### src/rtl/alu_pkg.sv
// Shared types and constants for the ALU sweep checker: command codes, FSM states,
// delay-line entry layout and command-mask walking helpers.
package alu_pkg;

  localparam int unsigned CMD_W = 3;
  localparam int unsigned DAT_W = 4;
  localparam int unsigned CNT_W = 12;

  localparam logic [CMD_W-1:0] CMD_ADD = 3'b000;
  localparam logic [CMD_W-1:0] CMD_SUB = 3'b001;
  localparam logic [CMD_W-1:0] CMD_NOT = 3'b010;
  localparam logic [CMD_W-1:0] CMD_AND = 3'b011;
  localparam logic [CMD_W-1:0] CMD_OR  = 3'b100;
  localparam logic [CMD_W-1:0] CMD_XOR = 3'b101;
  localparam logic [CMD_W-1:0] CMD_LT  = 3'b110;
  localparam logic [CMD_W-1:0] CMD_EQ  = 3'b111;

  typedef enum logic [1:0] {ST_IDLE, ST_RUN, ST_DRAIN, ST_DONE} state_e;

  typedef struct packed {
    logic             valid;
    logic [CMD_W-1:0] cmd;
    logic [DAT_W-1:0] a;
    logic [DAT_W-1:0] b;
    logic [DAT_W-1:0] exp_ans;
    logic             exp_ovf;
    logic             chk_ovf;
  } chk_entry_t;

  // Lowest enabled command in the mask.
  function automatic logic [CMD_W-1:0] first_cmd(input logic [7:0] mask);
    logic [CMD_W-1:0] res;
    res = '0;
    for (int k = 7; k >= 0; k--) begin
      if (mask[k]) res = CMD_W'(k);
    end
    return res;
  endfunction

  // {found, cmd}: lowest enabled command strictly above cur.
  function automatic logic [CMD_W:0] next_cmd(input logic [7:0] mask, input logic [CMD_W-1:0] cur);
    logic [CMD_W:0] res;
    res = '0;
    for (int k = 7; k >= 0; k--) begin
      if (mask[k] && (CMD_W'(k) > cur)) res = {1'b1, CMD_W'(k)};
    end
    return res;
  endfunction

endpackage

### src/rtl/alu_golden.sv
// Combinational golden model of the 4-bit, 8-command ALU.
module alu_golden
  import alu_pkg::*;
(
  input  logic [CMD_W-1:0] cmd_i,
  input  logic [DAT_W-1:0] a_i,
  input  logic [DAT_W-1:0] b_i,
  output logic [DAT_W-1:0] exp_ans_c,
  output logic             exp_ovf_c,
  output logic             chk_ovf_c
);

  logic [DAT_W-1:0] nb;
  logic [DAT_W:0]   sum;

  always_comb begin
    exp_ans_c = '0;
    exp_ovf_c = 1'b0;
    chk_ovf_c = 1'b0;
    nb        = DAT_W'(~b_i + 4'd1);
    sum       = (DAT_W+1)'(a_i) + (DAT_W+1)'(nb);
    case (cmd_i)
      CMD_ADD: exp_ans_c = DAT_W'(a_i + b_i);
      // Overflow is the carry out of a + two's-complement(b); b=0 gives nb=0, hence no carry.
      CMD_SUB: begin
        exp_ans_c = sum[DAT_W-1:0];
        exp_ovf_c = sum[DAT_W];
        chk_ovf_c = 1'b1;
      end
      CMD_NOT: exp_ans_c = ~a_i;
      CMD_AND: exp_ans_c = a_i & b_i;
      CMD_OR:  exp_ans_c = a_i | b_i;
      CMD_XOR: exp_ans_c = a_i ^ b_i;
      CMD_LT:  exp_ans_c = {3'b000, ($signed(a_i) < $signed(b_i))};
      CMD_EQ:  exp_ans_c = {3'b000, (a_i == b_i)};
      default: exp_ans_c = '0;
    endcase
  end

endmodule

### config.mk
export PLATFORM = sky130hd
export DESIGN_NAME = alu_golden
export DESIGN_NICKNAME = d
export VERILOG_FILES = /design/src/rtl/alu_pkg.sv /design/src/rtl/alu_golden.sv
export SDC_FILE = /design/constraint.sdc
export NUM_CORES = 1
export LEC_CHECK = 0
export ABC_AREA = 1
export BUFFER_PORTS_ARGS = -buffer_cell sky130_fd_sc_hd__buf_2
export CAP_MARGIN = 20
export CORE_AREA = 3 3 41 43
export DETAILED_ROUTE_END_ITERATION = 10
export DIE_AREA = 0 0 44 46
export PLACE_DENSITY = 0.88
export REMOVE_ABC_BUFFERS = 1
export SYNTH_ARGS = -nofsm -noshare
export SYNTH_HDL_FRONTEND = slang
export SYNTH_SLANG_ARGS = --single-unit
### constraint.sdc
create_clock -name vclk -period 1.1
set_input_delay 0 -clock vclk [all_inputs]
set_output_delay 0 -clock vclk [all_outputs]
set_load 0.01 [all_outputs]
==> impl_metrics.py, run 1 <==
metrics = {
    "route": {
        "wire_per_inst_um": 16.9,
        "vias": 916,
        "drt_iter0_markers": 27,
        "ant_nets": 0,
        "drcViolationCount": 0,
        "routed_via_density": 5.76,
        "wl_um": 2690,
        "drt_first_pass_iters": 4,
    },
    "worst_setup_path": {
        "required_ps": 1100,
        "cp_top_family": "buffers and inverters",
        "critPathMaxFanout": 4,
        "crit_start": "b_i[1]",
        "critPathLaunchType": "primary input",
        "end_kind": "primary output",
        "critPathMaxStageDelay_ps": 460,
        "critPathKind": "in2out",
        "cp_cell_sequence": "buf_8, inv_6, buf_6, buf_4, fa_1, xnor2_2, nand2_1, nand4_1, buf_2",
        "path_buf_inv": 5,
        "crit_arrival_ps": 1350,
        "cp_slowest_cell": "fa_1",
    },
    "floorplanning": {
        "chipWidth_um": 44,
        "row_count": 13,
        "start_util_pct": 51.1,
        "die_h_um": 46,
        "ioPinCount": 17,
        "dieArea_sq_um": 2020,
        "core-area_sq_um": 1330,
    },
    "final_layout": {
        "drive_above_1_share_pct": 45.8,
        "final_nets": 175,
        "seq_area_sq_um": 0,
        "synthToLayoutAreaGrowth_pct": 59.6,
        "fillCellCount": 91,
        "seq_cell_count": 0,
        "n_antenna_cell": 0,
        "clkbuf_count": 0,
    },
    "placed_design": {
        "io_buffer_count": 17,
        "dp_hpwl_um": 1630,
        "pre_cts_ws_ps": -412,
        "globalplace.congestion": 0.906,
    },
    "logic_synthesis": {
        "syn-cell-area_sq_um": 682,
        "syn_avg_cell_area_sq_um": 6.03,
        "yosys_warnings": 0,
        "netlist-cell-type-count": 18,
        "seq_area_frac_synth_pct": 0,
        "synthCells": 113,
    },
    "global_route": {
        "grt_pass1_wl_um": 4300,
        "grt_usage_pct": 28.1,
        "antenna_found_initial": 0,
        "grt_max_degree": 10,
        "gr-total-overflow": 0,
        "grt_pass1_vias": 991,
    },
    "status": {
        "violations": "negative setup slack",
        "status": "finished with violations",
    },
    "sta": {
        "slew_viol_final": 0,
        "slew_headroom_pct": 82.5,
        "setup_viol": 5,
        "whs_ps": 477,
        "hold_viol": 0,
        "setup_slack_ps": -246,
        "worst_slew_pin_slew_ps": 260,
        "fmax_mhz": 743,
        "rsz0062_at_grt": "yes",
        "layout_min_cycle_time_ps": 1350,
        "period_share_pct": 122,
    },
    "min_path": {
        "worstHoldStart": "cmd_i[2]",
        "min_path_type": "in2out",
    },
    "run": {
        "drv_cap": 0,
    },
    "power_and_ir_drop": {
        "p_leak_nw": 0.550,
        "peakVddDrop_mv": 0.340,
        "power.density_nw_per_um2": 490,
    },
}
-- where the power goes --
group | leakage (nW) | internal (mW) | switching (mW)
Combinational | 0.550 | 0.244 | 0.289
Sequential | 0 | 0 | 0
Clock | 0 | 0 | 0
-- per-layer routing --
metal	vias to the layer above	global-route usage, %	routed length, um
li1	425	-	-
met1	429	29.1	1020
met2	47	56.7	1410
met3	15	3.56	170
met4	0	9.64	98
met5	-	0	0
-- final timing paths --
kind,end,slack [ps],cells past startpoint
setup / recovery,exp_ans_c[2],-250,9
hold / removal,exp_ans_c[3],480,5
-- layout by cell type (no fill, tap or decap) --
cell type  netlist  layout
a21oi_1          5       3
a21oi_2          0       2
buf_12           0       1
buf_2            0      14
buf_4            0      14
buf_6            1       2
buf_8            0       1
fa_1             2       1
fa_2             0       1
ha_1            16      10
ha_4             0       6
inv_1           18      11
inv_2            2       6
inv_4            0       1
inv_6            0       1
inv_8            0       1
nand2_1         19      18
nand2_2          1       2
nand3_1         14       9
nand3_2          0       5
nand4_1          3       3
nor2_1          14      11
nor2_2           3       6
nor3_1           3       2
nor3_2           0       1
o211ai_1         1       1
o21ai_0          5       4
o21ai_1          0       1
or2_1            3       3
xnor2_2          0       1
xnor2_4          0       1
xor2_1           1       1
-- stage by stage --
stage	cell area [sq um]	TNS (ps)	power (mW)	cells	util, %
after floorplan	671	-273	0.211	112	-
after CTS	1020	-534	0.447	159	76.5
final	1090	-889	0.533	159	81.6
after detailed placement	880	-1380	0.366	158	65.9
after global placement	880	-1210	0.350	158	65.9
after global routing	1090	-1190	0.578	159	81.6
-- kinds of logic (layout without fill, tap and decap cells) --
kind of cell / after synthesis / in the layout / share of synthesized area, %
AOI/OAI and AO/OA: 11 / 11 / 8.44
xor gates and xnor gates: 3 / 3 / 3.85
adders and majority gates: 18 / 18 / 35.2
buffers and inverters: 21 / 52 / 12.7
and+or+nand+nor: 60 / 60 / 39.8
-- repair_timing --
item,in CTS,in global routing
setup buffers,1,0
hold buffers,0,0
pin swaps,15,8
gates resized for setup,29,17
setup endpoints to repair,5,5
-- layout make-up --
type	instances	area, sq um	share of cell area, %
Multi-Input combinational cell	92	747	68.6
Timing Repair Buffer	32	233	21.4
Inverter	20	90.1	8.28
Tap cell	15	18.8	1.72
-- synthesized netlist by cell type, drive strengths merged --
| cell | count | area, sq um |
|---|---|---|
| inv | 20 | 75.1 |
| nand2 | 20 | 77.6 |
| nor2 | 17 | 71.3 |
| ha | 16 | 200 |
| nand3 | 14 | 70.1 |
| a21oi | 5 | 25.0 |
| o21ai | 5 | 25.0 |
| nand4 | 3 | 18.8 |
| nor3 | 3 | 15.0 |
| or2 | 3 | 18.8 |
| fa | 2 | 40.0 |
| xnor2 | 2 | 17.5 |
| buf | 1 | 11.3 |
| o211ai | 1 | 7.51 |
| xor2 | 1 | 8.76 |
Power figures use the tool's default switching activity.
==> run 2: changes to the inputs <==
MAX_ROUTING_LAYER = met4   (was default)
==> run 2 against run 1 <==
The run still ends with negative setup slack left. Clock-buffer cell count did not move. Critical path depth did not move. Cell count did not move. Combinational power barely moved. Non-clock buffer count did not move. Core utilization did not move. Cell area did not move. Setup slack improved by 9.9 ps. Largest power group unchanged.
==> impl_metrics.py, run 2 (same netlist as run 1, synthesis figures left out) <==
metrics = {
    "worst_setup_path": {
        "end_kind": "primary output",
        "required_ps": 1100,
        "crit_arrival_ps": 1340,
        "critPathMaxFanout": 4,
        "critPathKind": "in2out",
        "critPathLaunchType": "primary input",
    },
    "final_layout": {
        "drive_above_1_share_pct": 45.8,
        "final_common_cell": "nand2_1",
        "final_core_util_pct": 81.6,
        "synthToLayoutAreaGrowth_pct": 59.6,
        "seq_area_sq_um": 0,
        "final_cells": 159,
        "final_nets": 175,
        "layout_common_cells": "nand2_1, buf_2, buf_4, inv_1, nor2_1",
        "seq_cell_count": 0,
        "clkbuf_count": 0,
        "fin_area_sq_um": 1090,
        "n_antenna_cell": 0,
    },
    "sta": {
        "rsz0062_at_grt": "yes",
        "layout_min_cycle_time_ps": 1340,
        "slew_viol_final": 0,
        "hold_viol": 0,
        "setup_slack_ps": -236,
        "slew_headroom_pct": 81.5,
        "setup_viol": 5,
        "fmax_mhz": 749,
        "period_share_pct": 121,
        "worst_slew_pin_slew_ps": 274,
    },
    "power_and_ir_drop": {
        "peakVddDrop_mv": 0.339,
        "finalPower_uw": 531,
        "p_leak_nw": 0.550,
        "power.density_nw_per_um2": 488,
    },
    "global_route": {
        "grt_pass1_wl_um": 4310,
        "gr-total-overflow": 0,
        "grt_pass1_vias": 990,
        "grt_max_degree": 10,
        "antenna_found_initial": 0,
        "grt_usage_pct": 29.0,
    },
    "floorplanning": {
        "chipWidth_um": 44,
        "start_util_pct": 51.1,
        "dieArea_sq_um": 2020,
        "die_h_um": 46,
        "ioPinCount": 17,
        "row_count": 13,
        "core-area_sq_um": 1330,
    },
    "status": {
        "violations": "negative setup slack",
        "status": "finished with violations",
    },
    "placed_design": {
        "io_buffer_count": 17,
        "placed_cell_area_sq_um": 880,
        "pre_cts_ws_ps": -412,
        "dp_hpwl_um": 1630,
        "globalplace.congestion": 0.922,
        "place_inst": 158,
    },
    "route": {
        "drt_iter0_markers": 32,
        "drcViolationCount": 0,
        "wl_um": 2680,
        "routed_via_density": 5.82,
        "drt_first_pass_iters": 4,
        "ant_nets": 0,
        "vias": 925,
        "wire_per_inst_um": 16.9,
    },
    "min_path": {
        "worstHoldStart": "cmd_i[2]",
        "hold_path_depth": 5,
        "hold_path_end": "exp_ans_c[3]",
        "min_path_type": "in2out",
    },
    "cts": {
        "cts_hold_buf": 0,
    },
    "run": {
        "drv_cap": 0,
    },
}
## run 2: stage by stage
stage / hold WS, ps / setup TNS (ps)
after floorplan: 167 / -273
after global placement: 482 / -1210
after detailed placement: 479 / -1380
after CTS: 476 / -534
after global routing: 507 / -1190
final: 475 / -856
## run 2: where the power goes
| group | switching (mW) | internal (mW) | total [mW] |
|---|---|---|---|
| logic | 0.287 | 0.244 | 0.531 |
| clock network | 0 | 0 | 0 |
| registers | 0 | 0 | 0 |
| total | 0.287 | 0.244 | 0.531 |
## run 2: repair_timing
item,4_1_cts,5_1_grt
pin swaps,15,8
endpoints found under the setup margin,5,5
cloned,0,0
resized for setup,29,17
buffers inserted,1,0
## run 2: worst max-delay path by stage
| stage | start | end | slack (ps) | cells past startpoint |
|---|---|---|---|---|
| floorplan | b_i[1] | exp_ans_c[3] | -120 | 9 |
| global placement | b_i[0] | exp_ans_c[2] | -400 | 10 |
| detailed placement | b_i[0] | exp_ans_c[2] | -410 | 10 |
| CTS | a_i[0] | exp_ans_c[1] | -160 | 7 |
| global route | b_i[1] | exp_ans_c[2] | -290 | 9 |
| finish | b_i[1] | exp_ans_c[2] | -240 | 9 |
## run 2: cell type report
| class | instances | area, sq um |
|---|---|---|
| tap | 15 | 18.8 |
| multi-input combinational | 92 | 747 |
| timing repair buffer | 32 | 233 |
| fill | 91 | 245 |
| inverter | 20 | 90.1 |
## run 2: worst max-delay path, cell delays in order
cell and delay [ps]:
buf_8 80, inv_6 30, buf_6 120, buf_4 130
fa_1 450, xnor2_2 190, nand2_1 80, nand4_1 100
buf_2 140
## run 2: metal layers
layer | vias up | global-route usage [%] | routed length [um] | part of all wire [%]
li1 | 427 | - | - | -
met1 | 433 | 29.3 | 960 | 36
met2 | 51 | 56.7 | 1420 | 53
met3 | 14 | 3.56 | 199 | 7.4
met4 | 0 | 9.64 | 102 | 3.8
met5 | - | - | 0 | 0
